`config.mk`:
```
export PLATFORM = sky130hd
export DESIGN_NAME = srambank_arbiter_2p
export DESIGN_NICKNAME = d
export VERILOG_FILES = /design/src/rtl/srambank_arbiter_2p.sv
export SDC_FILE = /design/constraint.sdc
export NUM_CORES = 1
export LEC_CHECK = 0
export ABC_AREA = 1
export BUFFER_PORTS_ARGS = -buffer_cell sky130_fd_sc_hd__buf_4
export CAP_MARGIN = 10
export CELL_PAD_IN_SITES_DETAIL_PLACEMENT = 2
export CELL_PAD_IN_SITES_GLOBAL_PLACEMENT = 2
export CORE_MARGIN = 10
export CORE_UTILIZATION = 12
export DETAILED_ROUTE_END_ITERATION = 7
export GPL_ROUTABILITY_DRIVEN = 0
export PLACE_DENSITY_LB_ADDON = 0.1
export SLEW_MARGIN = 20
export SYNTH_ARGS = -nofsm -noshare
export SYNTH_HDL_FRONTEND = slang
export SYNTH_SLANG_ARGS = --single-unit
export TNS_END_PERCENT = 10
```
`constraint.sdc`:
```
create_clock -name clk -period 1.5 [get_ports clk]
set_input_delay 0.075 -clock clk [delete_from_list [all_inputs] [get_ports clk]]
set_output_delay 0.075 -clock clk [all_outputs]
set_load 0.1 [all_outputs]
```
`src/rtl/srambank_arbiter_2p.sv`:
```
// Two-requester round-robin front end for a single-port synchronous SRAM bank.
// Zero-fills the whole bank after reset, then forwards one command per cycle.
module srambank_arbiter_2p #(
    parameter int AW = 8,
    parameter int DW = 36
) (
    input  logic            clk,
    input  logic            rst_n,
    input  logic [1:0]      rq_valid,
    input  logic [1:0]      rq_we,
    input  logic [2*AW-1:0] rq_addr,
    input  logic [2*DW-1:0] rq_wdata,
    output logic [1:0]      rq_ready,
    output logic [1:0]      rs_valid,
    output logic [DW-1:0]   rs_data,
    output logic            init_done,
    output logic            bank_sel,
    output logic            bank_read,
    output logic            bank_write,
    output logic [AW-1:0]   bank_addr,
    output logic [DW-1:0]   bank_wd,
    input  logic [DW-1:0]   bank_dout
);

    typedef enum logic {ST_INIT, ST_RUN} state_t;

    state_t          state_q;
    logic [AW-1:0]   init_cnt_q;
    logic            init_done_q;
    logic            rr_last_q;
    logic [1:0]      rs_valid_q;
    logic [1:0]      rs_valid_d;

    logic            gnt_any;
    logic            gnt_idx;
    logic            sel_we;
    logic [AW-1:0]   sel_addr;
    logic [DW-1:0]   sel_wd;

    // Grant is derived from rq_valid alone so that fields of idle requesters never reach the bank.
    always_comb begin
        gnt_any = (state_q == ST_RUN) && (rq_valid != 2'b00);
        gnt_idx = 1'b0;
        unique case (rq_valid)
            2'b01:   gnt_idx = 1'b0;
            2'b10:   gnt_idx = 1'b1;
            2'b11:   gnt_idx = ~rr_last_q;
            default: gnt_idx = 1'b0;
        endcase
        sel_we   = gnt_idx ? rq_we[1]           : rq_we[0];
        sel_addr = gnt_idx ? rq_addr[AW +: AW]  : rq_addr[0 +: AW];
        sel_wd   = gnt_idx ? rq_wdata[DW +: DW] : rq_wdata[0 +: DW];
    end

    always_comb begin
        rq_ready   = 2'b00;
        rs_valid_d = 2'b00;
        bank_sel   = 1'b0;
        bank_read  = 1'b0;
        bank_write = 1'b0;
        bank_addr  = '0;
        bank_wd    = '0;
        if (state_q == ST_INIT) begin
            bank_sel   = 1'b1;
            bank_write = 1'b1;
            bank_addr  = init_cnt_q;
        end else if (gnt_any) begin
            rq_ready   = gnt_idx ? 2'b10 : 2'b01;
            bank_sel   = 1'b1;
            bank_write = sel_we;
            bank_read  = ~sel_we;
            bank_addr  = sel_addr;
            bank_wd    = sel_wd;
            rs_valid_d = sel_we ? 2'b00 : rq_ready;
        end
    end

    always_ff @(posedge clk or negedge rst_n) begin
        if (!rst_n) begin
            state_q     <= ST_INIT;
            init_cnt_q  <= '0;
            init_done_q <= 1'b0;
            rr_last_q   <= 1'b1;
            rs_valid_q  <= 2'b00;
        end else begin
            rs_valid_q <= rs_valid_d;
            case (state_q)
                ST_INIT: begin
                    init_cnt_q <= init_cnt_q + 1'b1;
                    if (&init_cnt_q) begin
                        state_q     <= ST_RUN;
                        init_done_q <= 1'b1;
                    end
                end
                default: begin
                    if (gnt_any) rr_last_q <= gnt_idx;
                end
            endcase
        end
    end

    // Data is passed straight through; the bank macro holds its output between reads.
    assign rs_valid  = rs_valid_q;
    assign rs_data   = bank_dout;
    assign init_done = init_done_q;

endmodule
```
### Word level (Yosys, flattened, before mapping)

Cells that the tools add are included.

| storage, ports and cells | value |
|---|---|
| bits of input ports | 130 |
| output and inout bits | 88 |
| flip-flop bits (word level) | 13 |
| word-level logic and storage cells | 38 |

| cells by class | value |
|---|---|
| bitwise gates (word level) | 3 |
| eq/ne operators | 2 |
| $add $sub $neg | 1 |
| reduce and logical (&&, ||, !) cells | 5 |
| mux-type cells | 22 |

Operators with widths:

| cell | number |
|---|---|
| 36-bit 2-to-1 mux | 3 |
| 8-bit 2-to-1 mux | 3 |
| 2-bit 2-to-1 mux | 6 |
| 1-bit 2-to-1 mux | 9 |
| 9-bit AND reduction | 1 |
| 8-bit by 1-bit adder with 8-bit output (second input constant) | 1 |
| 8-bit AND reduction | 1 |
| 2-bit == test (second input constant) | 2 |
| 1-bit inverter | 3 |
| 1-bit one-hot mux with 2 select lines | 1 |
| 2-bit AND reduction | 1 |
| 2-bit nonzero test | 1 |
| 1-bit logical AND | 1 |

### Longest topological paths before layout

| logic depth | value |
|---|---|
| depth in word-level cells | 6 |
| gate-level depth with buffers | 7 |
| mapped depth without buffers | 7 |

### Worst setup path before layout

No wires, ideal clock.

| path | value |
|---|---|
| path type | register to output |
| start point | register rr_last_q |
| end point | output port bank_read |
| buffers on the path | 1 |
| path slack | -1.049 ns |
| data arrival time | 2.474 ns |
| cell stages (with the launch flop) | 6 |
| data required time | 1.425 ns |
| cell sequence | dfstp_2 > nand2_1 > nand2_1 > buf_2 > nand3b_1 > a21oi_1 |

| between the ends | value |
|---|---|
| word-level cells in the longest chain between the ends | 6 |

Ends and longest elaborated chain:

| what | line | RTL |
|---|---|---|
| start: declaration | 30 | `logic rr_last_q;` |
| start signal: assignment | 96 | `if (gnt_any) rr_last_q <= gnt_idx;` |
| 1-bit inverter | 47 | `2'b11: gnt_idx = ~rr_last_q;` |
| 1-bit one-hot mux with 2 select lines | 44 | `unique case (rq_valid)` |
| 1-bit 2-to-1 mux | 50 | `sel_we = gnt_idx ? rq_we[1] : rq_we[0];` |
| 1-bit inverter | 71 | `bank_read = ~sel_we;` |
| 1-bit 2-to-1 mux | 67 | `end else if (gnt_any) begin` |
| 1-bit 2-to-1 mux | 63 | `if (state_q == ST_INIT) begin` |
| end: declaration | 18 | `output logic bank_read,` |

Every way passes these cells.

### Worst setup path in the final report

Ends and elaborated chain as after synthesis.

==> summary by stage <==
STA
The final number of setup-violating endpoints is 47. The number of max-slew violations in the final report was 0. The relative max-transition margin is 0.8028. The count of endpoints failing hold in the final timing report was 0. The post-route fraction of the period consumed by the critical path is 1.124. Static timing analysis puts the maximum clock frequency at just under 600 MHz.

For the finished layout, the period the worst path requires is ~1.7 ns. The setup clock skew after layout is 0.005040 ns. Setup repair after global routing could not meet its margin everywhere. After layout, the worst setup slack is -0.1864 ns. For the pin with the worst max-slew slack, the measured transition is between 0.2 and 0.3 ns.

Clock tree
The tree is rooted in a sky130_fd_sc_hd__clkbuf_16. At the later pin of the worst-skew pair, clock insertion delay measures 0.24 ns. The number of clock buffers inserted by TritonCTS is 3. The total number of H-tree levels is 1. The total number of clock tree sinks is 13. The clock tree buffer depth is 2. The CTS tree is yes. The clock slew seen by the registers of the worst setup and hold paths is approximately 0.040 ns.

Final layout
The area of all sequential standard cells is 326.6 um2. The number of fill cells is roughly 1500. For this run, the post-layout net count is approximately 530. After routing the design area is 3617 um2. Relative to the synthesized area, the layout overhead comes to 137.4%. The repair_antennas step left the layout with diodes totalling 0.

In the final layout, the share of cells above drive strength 1 is 0.5954. The area occupied by multi-input gates is 1033 um2.

GRT
Across every metal layer, demand over resource in global routing totals 0.1010. The total overflow left after global routing is 0. The via count of the first global-routing pass came to 2410.

The initial antenna violation count was 0. The global-route wire length before repair is between 10000 and 15000 um. The largest net degree at the start of global routing is 24.

Routing
The number of vias per cell is 3.839. The number of routed nets with antenna violations is 0. The DRC marker count from the first detailed-route iteration is 32.

The routed wire length is about 9300 um. The total iterations of the first detailed-routing run is 2. Detailed routing inserted a total of roughly 2200 vias.

Dividing the detail-routed wire length by the instance count gives 16.41 um. After detailed routing, the number of remaining DRC violations is 0.

Synthesis
The count of synthesis-stage warnings from yosys is 0. In this run the mean area of a mapped cell was 5.773 um2. When the netlist entered floorplanning its net count stood at 395. The sequential-to-total area share from yosys stat is 0.2143. The post-synth design cell area is about 1500 um2. After synthesis the netlist holds a flip-flop and latch count of 13. The unique cell type count in the Yosys netlist is 21. The instance count of the mapped netlist is ~260.

Critical path
The setup path with the least slack is of type flop to output port. The largest fanout of any net on the critical path is 7. For the worst setup path, the data required time is roughly 1.4 ns.

The worst setup path is launched from a flop. STA classifies the critical path endpoint as an output port. The arrival time of the worst setup path is 1.61 ns. The number of cells on the worst reg-to-reg path is 8.

Power and ir drop
The maximum vdd ir drop is around 300 uV. The power per unit of standard cell area is approximately 300 nW/um2. The static leakage power is around 1.8 nW.

Placement
The worst slack at placement is -0.06988 ns. The number of buffers inserted by port buffering is 145. The post-detailed-placement cell area is about 2800 um2. The final HPWL from detailed placement is between 7000 and 8000 um.

Floorplan
The width of the chip is approximately 130 um. The die is ~130 um tall. The area of the core is 12520 um2. For this configuration, the core starts out at a cell density of 0.1218.

The number of core rows is 41. The die covers between 15000 and 20000 um2. about 220 I/O pins were placed.

Job
The number of max-capacitance violations reported is 0.

Run status
The final reports fail on negative setup slack. The run finished, with violations left.

Min path
The path category of the worst min-delay check is input pin to flop. Counting instances, the worst hold path has a depth of 2.
## cell families after synthesis
group	share of synthesized area
simple gates	0.4869
compound gates	0.009849
flops	0.2143
xor+xnor	0.01724
fa+ha+maj	0.008209
buf+inv	0.2635
## state kept, by name, indices dropped and copies added (netlist names)
name,flops
init_done,1
rr_last_q,1
state_q,1
rs_valid,2
init_cnt_q,8
## what timing repair did
item / CTS / global route
setup buffers: 2 / 0
resized for setup: 156 / 10
gates cloned: 1 / 1
setup endpoints to repair: 48 / 49
hold endpoints to repair: 13 / 0
hold buffers: 1 / 0
pin swaps: 3 / 2
## power by group
| part | switching [mW] | leakage (nW) | total, mW | internal, mW |
|---|---|---|---|---|
| sequential | 0.000835 | 0.164 | 0.355 | 0.354 |
| clock | 0.144 | 0.0382 | 0.503 | 0.358 |
| combinational | 0.0661 | 1.59 | 0.234 | 0.168 |
## layout by cell type (no fill, tap or decap)
cell type	count
sky130_fd_sc_hd__nand3_2	6
sky130_fd_sc_hd__xnor2_1	1
sky130_fd_sc_hd__nand2_2	36
sky130_fd_sc_hd__dfstp_2	1
sky130_fd_sc_hd__nand4_1	4
sky130_fd_sc_hd__clkinv_2	1
sky130_fd_sc_hd__nor2_4	3
sky130_fd_sc_hd__buf_6	6
sky130_fd_sc_hd__buf_4	113
sky130_fd_sc_hd__nand3_1	13
sky130_fd_sc_hd__ha_1	1
sky130_fd_sc_hd__nand2_1	99
sky130_fd_sc_hd__inv_1	15
sky130_fd_sc_hd__dlygate4sd3_1	1
sky130_fd_sc_hd__buf_12	43
sky130_fd_sc_hd__clkbuf_1	1
sky130_fd_sc_hd__o21ai_0	2
sky130_fd_sc_hd__nor2_2	1
sky130_fd_sc_hd__buf_8	5
sky130_fd_sc_hd__nand2_4	11
sky130_fd_sc_hd__nand3b_1	2
sky130_fd_sc_hd__inv_8	1
sky130_fd_sc_hd__inv_2	1
sky130_fd_sc_hd__dfrtp_1	12
sky130_fd_sc_hd__a21oi_4	1
sky130_fd_sc_hd__xor2_1	2
sky130_fd_sc_hd__nor2_1	6
sky130_fd_sc_hd__nand2_8	1
sky130_fd_sc_hd__clkbuf_16	4
## layer usage
layer / up-vias / routed length [um] / track usage
met4: 0 / 80 / 0.02139
met5: - / 0 / 0
met1: 1046 / 3776 / 0.1151
met2: 85 / 4828 / 0.1838
met3: 12 / 588 / 0.02650
li1: 1026 / - / -
## cells in the mapped netlist, drive strengths merged
| cell type | n | share of area |
|---|---|---|
| nand2 | 147 | 0.36 |
| buf | 44 | 0.22 |
| nand3 | 19 | 0.062 |
| inv | 16 | 0.039 |
| dfrtp | 12 | 0.20 |
| nor2 | 10 | 0.034 |
| nand4 | 4 | 0.016 |
| nand3b | 2 | 0.0098 |
| o21ai | 2 | 0.0066 |
| xor2 | 2 | 0.011 |
| a21oi | 1 | 0.0033 |
| clkbuf | 1 | 0.0025 |
| clkinv | 1 | 0.0057 |
| dfstp | 1 | 0.017 |
| ha | 1 | 0.0082 |
| xnor2 | 1 | 0.0057 |
## stage by stage
stage,std cells,power (mW),hold WS (ns),TNS (ns),utilization
6_report,565,1.092,0.004424,-5.933,0.2890
5_1_grt,565,1.156,0.01686,-9.645,0.2890
4_1_cts,564,1.120,0.006958,-6.972,0.2844
3_5_place_dp,556,0.5833,-0.06409,-1.892,0.2257
3_3_place_gp,556,0.5817,-0.05344,-1.009,0.2257
2_1_floorplan,264,0.8290,-0.2206,-3.318,-
## final timing paths
check	startpoint	end	slack, ns
worst max-delay path	rr_last_q$_DFFE_PN1P_	bank_read	-0.19
worst min-delay path	rq_we[0]	rs_valid[0]$_DFF_PN0_	0.004
worst max register to register	state_q$_DFF_PN0_	init_cnt_q[7]$_DFFE_PN0N_	0.17
worst min register to register	init_done$_DFFE_PN0P_	init_done$_DFFE_PN0P_	0.48
max in group asynchronous	rst_n	rr_last_q$_DFFE_PN1P_	1.04
min in group asynchronous	rst_n	init_done$_DFFE_PN0P_	0.21
## critical path: stages, from the launching register on
cell and delay [ns]:
sky130_fd_sc_hd__dfstp_2 0.53, sky130_fd_sc_hd__nand2_2 0.07, sky130_fd_sc_hd__nand2_4 0.10, sky130_fd_sc_hd__buf_6 0.14, sky130_fd_sc_hd__nand3b_1 0.16, sky130_fd_sc_hd__a21oi_4 0.18
sky130_fd_sc_hd__buf_12 0.19
## cell type report
type | count | share of cell area
repair inverters | 1 | 0.001384
clock buffers | 4 | 0.02179
repair buffers | 169 | 0.5216
well taps | 172 | 0.05949
multi-input cells | 189 | 0.2857
flip-flops and latches | 13 | 0.09028
inverters | 17 | 0.01972
Note: power is estimated with default switching activity, not from simulation.
